## src/rtl/io_hexdisp.sv

```systemverilog
// Seven-segment display back-end: renders CPU display-register writes as 8 hex digits
// or, via a 32-step double-dabble conversion, as up to 8 blanked decimal digits.
module io_hexdisp #(
    parameter int CONV_CYCLES = 32
) (
    input  logic        clk,
    input  logic        rst,
    input  logic        wr_en,
    input  logic [31:0] wr_data,
    input  logic        dec_mode,
    output logic        busy,
    output logic        overflow,
    output logic [6:0]  HEX0,
    output logic [6:0]  HEX1,
    output logic [6:0]  HEX2,
    output logic [6:0]  HEX3,
    output logic [6:0]  HEX4,
    output logic [6:0]  HEX5,
    output logic [6:0]  HEX6,
    output logic [6:0]  HEX7
);
    // state | meaning
    // IDLE  | waiting for a write
    // CONV  | decimal conversion in progress
    // DONE  | result ready to load into the display
    // PEND  | one queued write is waiting to start
    typedef enum logic [1:0] {IDLE, CONV, DONE, PEND} state_t;

    localparam int SW = (CONV_CYCLES > 1) ? $clog2(CONV_CYCLES) : 1;

    state_t      state;
    logic [31:0] data_q;
    logic [39:0] bcd_q;
    logic [SW-1:0] step_q;
    logic        mode_q;
    logic [31:0] pend_data;
    logic        pend_mode;
    logic        pend_valid;
    logic [6:0]  disp_q [8];

    logic [39:0] bcd_adj;
    logic [6:0]  disp_next [8];
    logic [31:0] start_data;
    logic        start_mode;

    function automatic logic [6:0] seg7(input logic [3:0] v);
        case (v)
            4'h0: seg7 = 7'h40;
            4'h1: seg7 = 7'h79;
            4'h2: seg7 = 7'h24;
            4'h3: seg7 = 7'h30;
            4'h4: seg7 = 7'h19;
            4'h5: seg7 = 7'h12;
            4'h6: seg7 = 7'h02;
            4'h7: seg7 = 7'h78;
            4'h8: seg7 = 7'h00;
            4'h9: seg7 = 7'h10;
            4'hA: seg7 = 7'h08;
            4'hB: seg7 = 7'h03;
            4'hC: seg7 = 7'h46;
            4'hD: seg7 = 7'h21;
            4'hE: seg7 = 7'h06;
            default: seg7 = 7'h0E;
        endcase
    endfunction

    always_comb begin
        bcd_adj = bcd_q;
        for (int i = 0; i < 10; i++) begin
            if (bcd_q[4*i +: 4] >= 4'd5)
                bcd_adj[4*i +: 4] = bcd_q[4*i +: 4] + 4'd3;
        end
    end

    // Scan from the top digit down so blanking stops at the first nonzero digit.
    always_comb begin
        logic       seen;
        logic [3:0] dig;
        seen = 1'b0;
        dig  = 4'd0;
        for (int i = 0; i < 8; i++) disp_next[i] = 7'h7F;
        for (int i = 7; i >= 0; i--) begin
            dig  = mode_q ? bcd_q[4*i +: 4] : data_q[4*i +: 4];
            seen = seen | (dig != 4'd0);
            if (mode_q && !seen && i != 0)
                disp_next[i] = 7'h7F;
            else
                disp_next[i] = seg7(dig);
        end
    end

    assign start_data = (state == PEND) ? pend_data : wr_data;
    assign start_mode = (state == PEND) ? pend_mode : dec_mode;

    always_ff @(posedge clk) begin
        if (rst) begin
            state      <= IDLE;
            data_q     <= '0;
            bcd_q      <= '0;
            step_q     <= '0;
            mode_q     <= 1'b0;
            pend_data  <= '0;
            pend_mode  <= 1'b0;
            pend_valid <= 1'b0;
            busy       <= 1'b0;
            overflow   <= 1'b0;
            for (int i = 0; i < 8; i++) disp_q[i] <= 7'h7F;
        end else begin
            case (state)
                IDLE, PEND: begin
                    if (state == PEND || wr_en) begin
                        data_q     <= start_data;
                        mode_q     <= start_mode;
                        bcd_q      <= '0;
                        step_q     <= '0;
                        busy       <= 1'b1;
                        pend_valid <= 1'b0;
                        state      <= start_mode ? CONV : DONE;
                    end
                end
                CONV: begin
                    {bcd_q, data_q} <= {bcd_adj, data_q} << 1;
                    step_q          <= step_q + SW'(1);
                    if (step_q == SW'(CONV_CYCLES - 1))
                        state <= DONE;
                end
                DONE: begin
                    for (int i = 0; i < 8; i++) disp_q[i] <= disp_next[i];
                    overflow <= mode_q && (bcd_q[39:32] != 8'd0);
                    if (pend_valid || wr_en) begin
                        state <= PEND;
                    end else begin
                        state <= IDLE;
                        busy  <= 1'b0;
                    end
                end
                default: state <= IDLE;
            endcase
            // Writes arriving while busy land in the one-entry buffer; last write wins.
            if (wr_en && state != IDLE) begin
                pend_data  <= wr_data;
                pend_mode  <= dec_mode;
                pend_valid <= 1'b1;
            end
        end
    end

    assign HEX0 = disp_q[0];
    assign HEX1 = disp_q[1];
    assign HEX2 = disp_q[2];
    assign HEX3 = disp_q[3];
    assign HEX4 = disp_q[4];
    assign HEX5 = disp_q[5];
    assign HEX6 = disp_q[6];
    assign HEX7 = disp_q[7];
endmodule
```

## config.mk

```make
export PLATFORM = sky130hd
export DESIGN_NAME = io_hexdisp
export DESIGN_NICKNAME = d
export VERILOG_FILES = /design/src/rtl/io_hexdisp.sv
export SDC_FILE = /design/constraint.sdc
export NUM_CORES = 1
export LEC_CHECK = 0
export CELL_PAD_IN_SITES_DETAIL_PLACEMENT = 1
export CELL_PAD_IN_SITES_GLOBAL_PLACEMENT = 1
export CORE_MARGIN = 5
export CORE_UTILIZATION = 48
export DETAILED_ROUTE_END_ITERATION = 12
export MAX_ROUTING_LAYER = met4
export PLACE_DENSITY = 0.93
export SLEW_MARGIN = 25
export SYNTH_ARGS = -nofsm -noshare
export SYNTH_HDL_FRONTEND = slang
export SYNTH_SLANG_ARGS = --single-unit
```

## constraint.sdc

```tcl
create_clock -name clk -period 6.9 [get_ports clk]
set_clock_uncertainty 0.05 [all_clocks]
set_input_delay 1.38 -clock clk [delete_from_list [all_inputs] [get_ports clk]]
set_output_delay 1.38 -clock clk [all_outputs]
set_load 0.02 [all_outputs]
```

==> results.md <==
- Iter 0 DRT Violations: 765
- Slew headroom: 33.2%
- Crit share post-route: 54.2%
- CTS Hold Bufs: 0
- Port Buffers: 93
- Peak VDD IR: 0.310 mV
- Syn Inst Count: 1020
- Dpl cells: 1335
- Flop-to-flop setup slack: 3160 ps
- Root Driver: clkbuf_16
- Critical Path Sink Type: flip-flop
- Starting Density: 48.4%
- Die Y: 152 um
- Clock transition at path regs: 70 ps
- Fillers: 2231
- Hpwl dp: 18.8 mm
- Die Wd: 152 um
- Outcome: complete, no violations
- Post-DR vias/cell: 6.05
- Area grow syn2layout: 17.2%
- Reg area: 4010 um^2
- Core Rows: 52
- Area of the die: 23200 um^2
- Detailed Route WL: 28.5 mm
- TritonCTS Sinks: 172
- Final estimated routing congestion in global placement: 0.870
- Library cells used by synthesis: 60
- Flop and latch count out of synthesis: 172
- Setup TNS: 0 ps
- WL/cell: 20.8 um
- Vias in the first global route: 8693
- Max-Cap Viols: 0
- First-pass GRT wire length: 46.1 mm
- CP max stage delay: 880 ps
- Hold Crit Class: flip-flop to flip-flop
- Final min period: 3740 ps
- CTS tree: yes
- Setup violators final: 0
- Initial antenna violation count: 1
- I/O Pins: 94
- Antenna viol nets, final: 0
- F_max: 0.267 GHz
- Worst EP arrival: 3940 ps
- Synthesized Nets: 1125
- GRT Total Usage: 24.8%
- Multi-input logic area: 5320 um^2
- Final hold viol count: 0
- Vias: 8282
- Async S/R FF share, synth: 0%
- CP required: 7100 ps
- CP max-delay cell: dfxtp_2
- Number of synthesized flops with an enable pin: 56
- Critical path class: flip-flop to flip-flop
- Fraction of layout cells with a size suffix above 1: 10.2%
- Post_cts resized: 0
- Core area: 20100 um^2
- Pwr/cell area: 375 nW/um^2
- Global route total overflow: 0
- Measured slew at the worst slew-check pin: 996 ps
- Register area share after synthesis: 41.1%
- Largest net degree at the start of global routing: 66
- Cts bufs inserted: 17
- Clock buffer depth: 2
- Clk_lat worst skew: 440 ps
- Worst Path Max Fanout: 28
- RSZ-0062 raised after global routing: no
- Final std cells w/o fill: 1368
- Worst setup SP type: flip-flop
- Syn avg cell area: 9.54 um^2
- Post-synth top flop: dfxtp_1
- # DRC: 0
- Post-CTS setup buffers: 0
- Max Slew Vio Count: 0
- Syn. warnings: 0
- DR pass1 iterations: 7
- Pleak: 4.06 nW
- H-tree Lvls: 4
- Worst-path cell chain: buf_4 -> mux2_2 -> inv_1 -> ha_1 -> and4bb_2 -> nand4_4 -> nor4_4 -> a31oi_4 -> o221ai_1
- Post-Synthesis Cell Area: 9730 um^2
- Nets: 1189
cell families after synthesis:
kind of cell / Yosys count / share of synthesized area (%)
AOI/OAI and AO/OA: 249 / 17.1
and+or+nand+nor: 305 / 14.3
xor gates and xnor gates: 23 / 2.07
adders and majority gates: 69 / 8.87
buffers and inverters: 102 / 4.64
muxes: 100 / 11.9
DFF: 172 / 41.1
power by group:
group	switching, mW	leakage, nW	total, mW	internal [mW]
combinational	1.22	2.39	1.88	0.655
clock	0.428	0.284	0.967	0.539
sequential	0.170	1.39	1.44	1.27
total	1.82	4.06	4.28	2.46
cell usage after synthesis (all sizes together) (17+ instances only):
library cell / number / area (um^2)
o221ai: 24 / 210
nand2b: 17 / 114
dfxtp: 116 / 2320
a22oi: 24 / 180
buf: 21 / 148
o21ai: 39 / 195
mux2i: 51 / 548
mux2: 45 / 514
edfxtp: 56 / 1680
nand2: 126 / 473
a222oi: 24 / 240
nor2: 82 / 308
inv: 44 / 165
clkbuf: 36 / 135
nor3: 30 / 155
nand3: 20 / 100
a21oi: 93 / 469
ha: 69 / 863
cell usage in the layout, fill, tap and decap left out, types with 5 or more instances in the layout:
cell,instances
o311ai_0,5
a222oi_1,24
ha_1,69
o21ai_0,37
mux2_2,43
nand2_1,126
or3_1,5
nand2b_1,16
nor3_1,29
a21oi_1,91
xnor2_1,12
mux2i_1,45
dfxtp_1,115
xor2_1,11
o221ai_1,24
clkdlybuf4s50_1,92
nor2b_1,5
nand3_1,20
o211ai_1,13
nor2_1,82
edfxtp_1,56
clkbuf_16,18
buf_4,10
a22oi_1,24
inv_1,44
area by class of cell:
type	instances	share of cell area [%]
antenna	1	0.0219
clock buffer	20	4.19
clock inverter	12	0.965
inverter	45	1.48
multi-input combinational	746	46.6
sequential	172	35.1
tap	270	2.96
timing repair buffer	102	8.73
flip-flops by register name (all words and copies together), names as in the netlist:
signal      count
bcd_q          40
busy            1
data_q         32
disp_q         56
mode_q          1
overflow        1
pend_data      32
pend_mode       1
pend_valid      1
state           2
step_q          5
metal layers:
metal	vias to the layer above	wire length [um]	track usage [%]
met5	-	0	-
met4	0	567	7.71
met3	48	1370	4.06
met2	256	14300	41.9
met1	4143	12200	30.5
li1	3835	-	-
path summary, 6_finish.rpt:
kind                      from            end  cells past startpoint
hold reg to reg   pend_data[5]   pend_data[5]                      2
setup reg to reg        mode_q  disp_q[0][13]                      9
setup / recovery        mode_q  disp_q[0][13]                      9
hold / removal    pend_data[5]   pend_data[5]                      2
per-stage QoR:
| step | hold slack (ps) | total power [mW] | utilization [%] | instance area (um^2) | worst slack, ps |
|---|---|---|---|---|---|
| floorplan | 383 | 2.71 | - | 9730 | 3770 |
| global placement | 388 | 3.15 | 53.8 | 10800 | 3350 |
| detailed placement | 397 | 3.26 | 53.8 | 10800 | 3200 |
| CTS | 406 | 4.27 | 56.7 | 11400 | 3210 |
| global route | 420 | 4.51 | 56.8 | 11400 | 3020 |
| finish | 403 | 4.28 | 56.8 | 11400 | 3160 |
critical path: cells and delay by family (launching register included):
kind                       cells  cell delay [ps]
adders and majority gates      1              260
muxes                          1              440
and+or+nand+nor                3              940
buffers and inverters          2              600
DFF                            1              880
AOI/OAI and AO/OA              2              360
No activity file was read; power rests on OpenSTA's default activity.
==> RTL edit 1: new RTL, config.mk and constraints unchanged <==
Register the outputs `HEX0`, `HEX1`, `HEX2`, `HEX3`, `HEX4`, `HEX5`, `HEX6` and `HEX7`, cleared by the reset; this adds one clock of latency there. The other outputs are not delayed to match.
--- a/src/rtl/io_hexdisp.sv
+++ b/src/rtl/io_hexdisp.sv
@@ -147,10 +147,23 @@
 
-    assign HEX0 = disp_q[0];
-    assign HEX1 = disp_q[1];
-    assign HEX2 = disp_q[2];
-    assign HEX3 = disp_q[3];
-    assign HEX4 = disp_q[4];
-    assign HEX5 = disp_q[5];
-    assign HEX6 = disp_q[6];
-    assign HEX7 = disp_q[7];
+    always_ff @(posedge clk) begin
+        if (rst) begin
+            HEX0 <= '0;
+            HEX1 <= '0;
+            HEX2 <= '0;
+            HEX3 <= '0;
+            HEX4 <= '0;
+            HEX5 <= '0;
+            HEX6 <= '0;
+            HEX7 <= '0;
+        end else begin
+            HEX0 <= disp_q[0];
+            HEX1 <= disp_q[1];
+            HEX2 <= disp_q[2];
+            HEX3 <= disp_q[3];
+            HEX4 <= disp_q[4];
+            HEX5 <= disp_q[5];
+            HEX6 <= disp_q[6];
+            HEX7 <= disp_q[7];
+        end
+    end
 endmodule
Behaviour: not the same (a bounded check fails within 4 cycles, from zero or initial values and one cycle with rst high).
==> RTL edit 1 against the original RTL <==
  * Non-clock buffer count unchanged
  * Final cell count rose by 12%
  * Setup slack improved by 0.22 ns
  * Global-route usage down 2.3 points
  * Wire length rose by 2.9%
  * Utilization rose by 0.55 points
  * Power grew 8.6%
  * Design area up 14%
  * Synthesized area increased by 15%
  * Count of clock-buffer cells in the layout rose by 20
  * Sequential cell count rose by 56
==> RTL edit 1: results (changes against the original RTL) <==
n_all_inverters: 48  # was 45
synthesis.nets: 1245  # was 1125
r2r_end: "disp_q[0][18]"  # was disp_q[0][13]
clock_latency_ns: 0.53  # was 0.44 ns
drt_first_iter_violations: 669  # was 765
seq_area_frac: 0.393  # was 0.351
post-route-period-util: 0.511  # was 0.542
numCtsBuffers: 25  # was 17
multi_input_area_um2: 5570  # was 5320 µm²
arrival_ns: 3.79  # was 3.94 ns
gp_congestion: 0.817  # was 0.870
hp-start: "pend_data[19]"  # was pend_data[5]
grt_pass1_vias: 9223  # was 8693
synth.distinct_cells: 57  # was 60
synth_area_leaders: "dfxtp_1, edfxtp_1, ha_1"  # unchanged
grt_max_degree: 92  # was 66
syn_to_final_growth_pct: 16.6  # was 17.2%
place_ws_ns: 3.13  # was 3.20 ns
num-multi-input-gates: 796  # was 746
wl_um: 29300  # was 28500 µm
syn-instance-count: 1140  # was 1020
slew_headroom: 0.329  # was 0.332
die_x_um: 163  # was 152 µm
synth_common_cells: "dfxtp_1, nand2_1, a21oi_1"  # was nand2_1, dfxtp_1, a21oi_1
clockBufferDepth: 3  # was 2
post_dp_cell_area_um2: 12300  # was 10800 µm²
diodes: 0  # was 1
final_nets: 1306  # was 1189
leakage_uw: 0.00469  # was 0.00406 µW
slowest_stage: "buf_4"  # was dfxtp_2
dpl.cell_count: 1487  # was 1335
drive_gt1_frac: 0.0992  # was 0.102
synthAdderAreaFrac: 0.0771  # was 0.0887
ff2ff_path_depth: 8  # was 9
status: "finished, final reports clean"  # unchanged
synth_mux_area_frac: 0.0995  # was 0.119
ys_seq_area_frac: 0.458  # was 0.411
r2r_slack_ns: 3.38  # was 3.16 ns
hold_end: "pend_data[19]"  # was pend_data[5]
peakVddDrop_mv: 0.261  # was 0.310 mV
routedWlPerCell_um: 19.1  # was 20.8 µm
track_usage: 0.225  # was 0.248
nFillCells: 2511  # was 2231
grt_first_pass_wirelength_um: 48100  # was 46100 µm
-- RTL edit 1: cell count changes after synthesis, moves of 4 or more --
cell and change:
or2_2 +4, dfxtp_1 +56, nor2b_1 +56, o21ai_0 +6, clkbuf_1 +5, or3_1 +4
inv_1 +4, nand2_1 -13, mux2i_1 -5, buf_2 +4, a222oi_1 +6, mux2_2 +6
-- RTL edit 1: routing by layer --
metal	part of all wire	routed length, µm	up-vias	track usage
li1	-	-	4198	-
met1	0.43	12500	4431	0.284
met2	0.49	14500	261	0.383
met3	0.055	1620	55	0.0281
met4	0.024	703	0	0.0621
met5	0	0	-	-
-- RTL edit 1: kinds of logic after synthesis --
logic type      Yosys count
buf+inv                 116
xor+xnor                 23
flops                   228
compound gates          251
fa+ha+maj                69
simple gates            354
mux                      99
-- RTL edit 1: report_power, final --
group          internal [µW]  total [µW]  switching [µW]
combinational            577        1610            1040
clock                    762        1290             531
sequential              1610        1740             133
==> RTL edit 2: new RTL, same flow settings <==
Made on the original files. Change the parameter `CONV_CYCLES` from 32 to 16.
--- a/src/rtl/io_hexdisp.sv
+++ b/src/rtl/io_hexdisp.sv
@@ -3,3 +3,3 @@
 module io_hexdisp #(
-    parameter int CONV_CYCLES = 32
+    parameter int CONV_CYCLES = 16
 ) (
Function: same outputs for any inputs over 4 cycles, from zero or initial values and one cycle with rst high; that may be too few to reach the edited logic, so the function may still have changed.
==> RTL edit 2 against the original RTL <==
  * Critical path depth unchanged
  * Wire length unchanged
  * Synthesized area down 0.57%
  * Power shrank 4.0%
  * Sequential share of layout area is 0.060 points lower
  * Design area fell by 0.33%
  * Setup slack lost 0.24 ns
  * Sequential cell count fell by 1
  * Worst hold slack gained 0.0042 ns
==> RTL edit 2: results (changes against the original RTL) <==
status: "finished, final reports clean"  # unchanged
drive_gt1_frac: 0.0918  # was 0.102
wl_um: 28500  # unchanged
crit_path_start: "mode_q"  # unchanged
r2r_slack_ns: 2.92  # was 3.16 ns
crit_path_max_fanout: 31  # was 28
peakVddDrop_mv: 0.205  # was 0.310 mV
antenna_found_initial: 0  # was 1
htree_num_levels: 4  # unchanged
post_dp_cell_area_um2: 10800  # about the same
synthesis.nets: 1149  # was 1125
synth.distinct_cells: 51  # was 60
grt_pass1_vias: 8804  # was 8693
synth-edff-count: 56  # unchanged
holdWs_ns: 0.407  # was 0.403 ns
postCtsSetupRepairBufs: 0  # unchanged
hp-start: "pend_data[21]"  # was pend_data[5]
wl_met3_um: 1550  # was 1370 µm
dr.pass1.iters: 6  # was 7
gp_congestion: 0.847  # was 0.870
diodes: 0  # was 1
ys_seq_area_frac: 0.412  # was 0.411
viasPerCell: 6.01  # was 6.05
synth_common_cells: "nand2_1, dfxtp_1, a21oi_1"  # unchanged
slew_headroom: 0.282  # was 0.332
r2r_end: "disp_q[0][8]"  # was disp_q[0][13]
top_regs: "disp_q (56), bcd_q (40)"  # unchanged
grt_max_degree: 65  # was 66
portBuffers: 93  # unchanged
numCtsBuffers: 17  # unchanged
final_nets: 1213  # was 1189
yosysWarnings: 0  # unchanged
drt_first_iter_violations: 838  # was 765
cts_root_buf: "clkbuf_16"  # unchanged
leakage_uw: 0.00405  # was 0.00406 µW
hold_end: "pend_data[21]"  # was pend_data[5]
met2_length_um: 14200  # was 14300 µm
grt_first_pass_wirelength_um: 46500  # was 46100 µm
hold-path-cell-count: 2  # unchanged
track_usage: 0.249  # was 0.248
synth_area_leaders: "dfxtp_1, edfxtp_1, ha_1"  # unchanged
hpwl_um: 18700  # was 18800 µm
drt-met1-wl_um: 12200  # about the same
arrival_ns: 4.19  # was 3.94 ns
## RTL edit 2: layer usage
layer,up-vias,GRT usage
li1,3902,-
met1,4138,0.313
met2,269,0.410
met3,51,0.0435
met4,0,0.0826
met5,-,-
## RTL edit 2: area by class of cell
type                       count  area [µm²]
clock buffer                  19         453
clock inverter                13         141
fill                        2315        8660
inverter                      46         173
multi-input combinational    769        5280
sequential                   171        3990
tap                          270         338
timing repair buffer         104        1010
## RTL edit 2: logic make-up after synthesis
family / after synthesis / share of synthesized area
DFF: 171 / 0.412
and+or+nand+nor: 323 / 0.149
AOI/OAI and AO/OA: 254 / 0.171
adders and majority gates: 68 / 0.0879
buffers and inverters: 105 / 0.0455
muxes: 101 / 0.114
xor gates and xnor gates: 23 / 0.0208
## RTL edit 2: critical path, stage by stage, from the launching register on
cell      delay, ns
dfxtp_2        0.78
buf_4          0.51
mux2_2         0.45
inv_1          0.12
ha_1           0.24
and4bb_2       0.31
nand4_1        0.20
nor4_4         0.58
a41oi_2        0.33
o311ai_1       0.18
## RTL edit 2: worst max-delay path by stage
stage	endpoint	slack, ns	cells past startpoint
2_1_floorplan	disp_q[0][0]	4.05	2
5_1_grt	disp_q[0][8]	2.80	9
6_report	disp_q[0][8]	2.92	9
4_1_cts	disp_q[0][8]	2.97	9
3_3_place_gp	step_q[0]	2.81	6
3_5_place_dp	step_q[0]	2.66	6
## RTL edit 2: power breakdown
part | switching (µW) | internal, µW | leakage, µW | total, µW
registers | 155 | 1260 | 0.00138 | 1420
logic | 1110 | 594 | 0.00238 | 1700
clock network | 436 | 555 | 0.000290 | 990
## RTL edit 2: per-stage QoR
| step | cells | power [µW] | util | worst slack, ns |
|---|---|---|---|---|
| after CTS | 1392 | 4090 | 0.567 | 2.97 |
| after floorplan | 1045 | 2550 | - | 4.05 |
| after global placement | 1360 | 2970 | 0.538 | 2.81 |
| after global routing | 1392 | 4320 | 0.568 | 2.80 |
| after detailed placement | 1360 | 3070 | 0.538 | 2.66 |
| final | 1392 | 4110 | 0.568 | 2.92 |
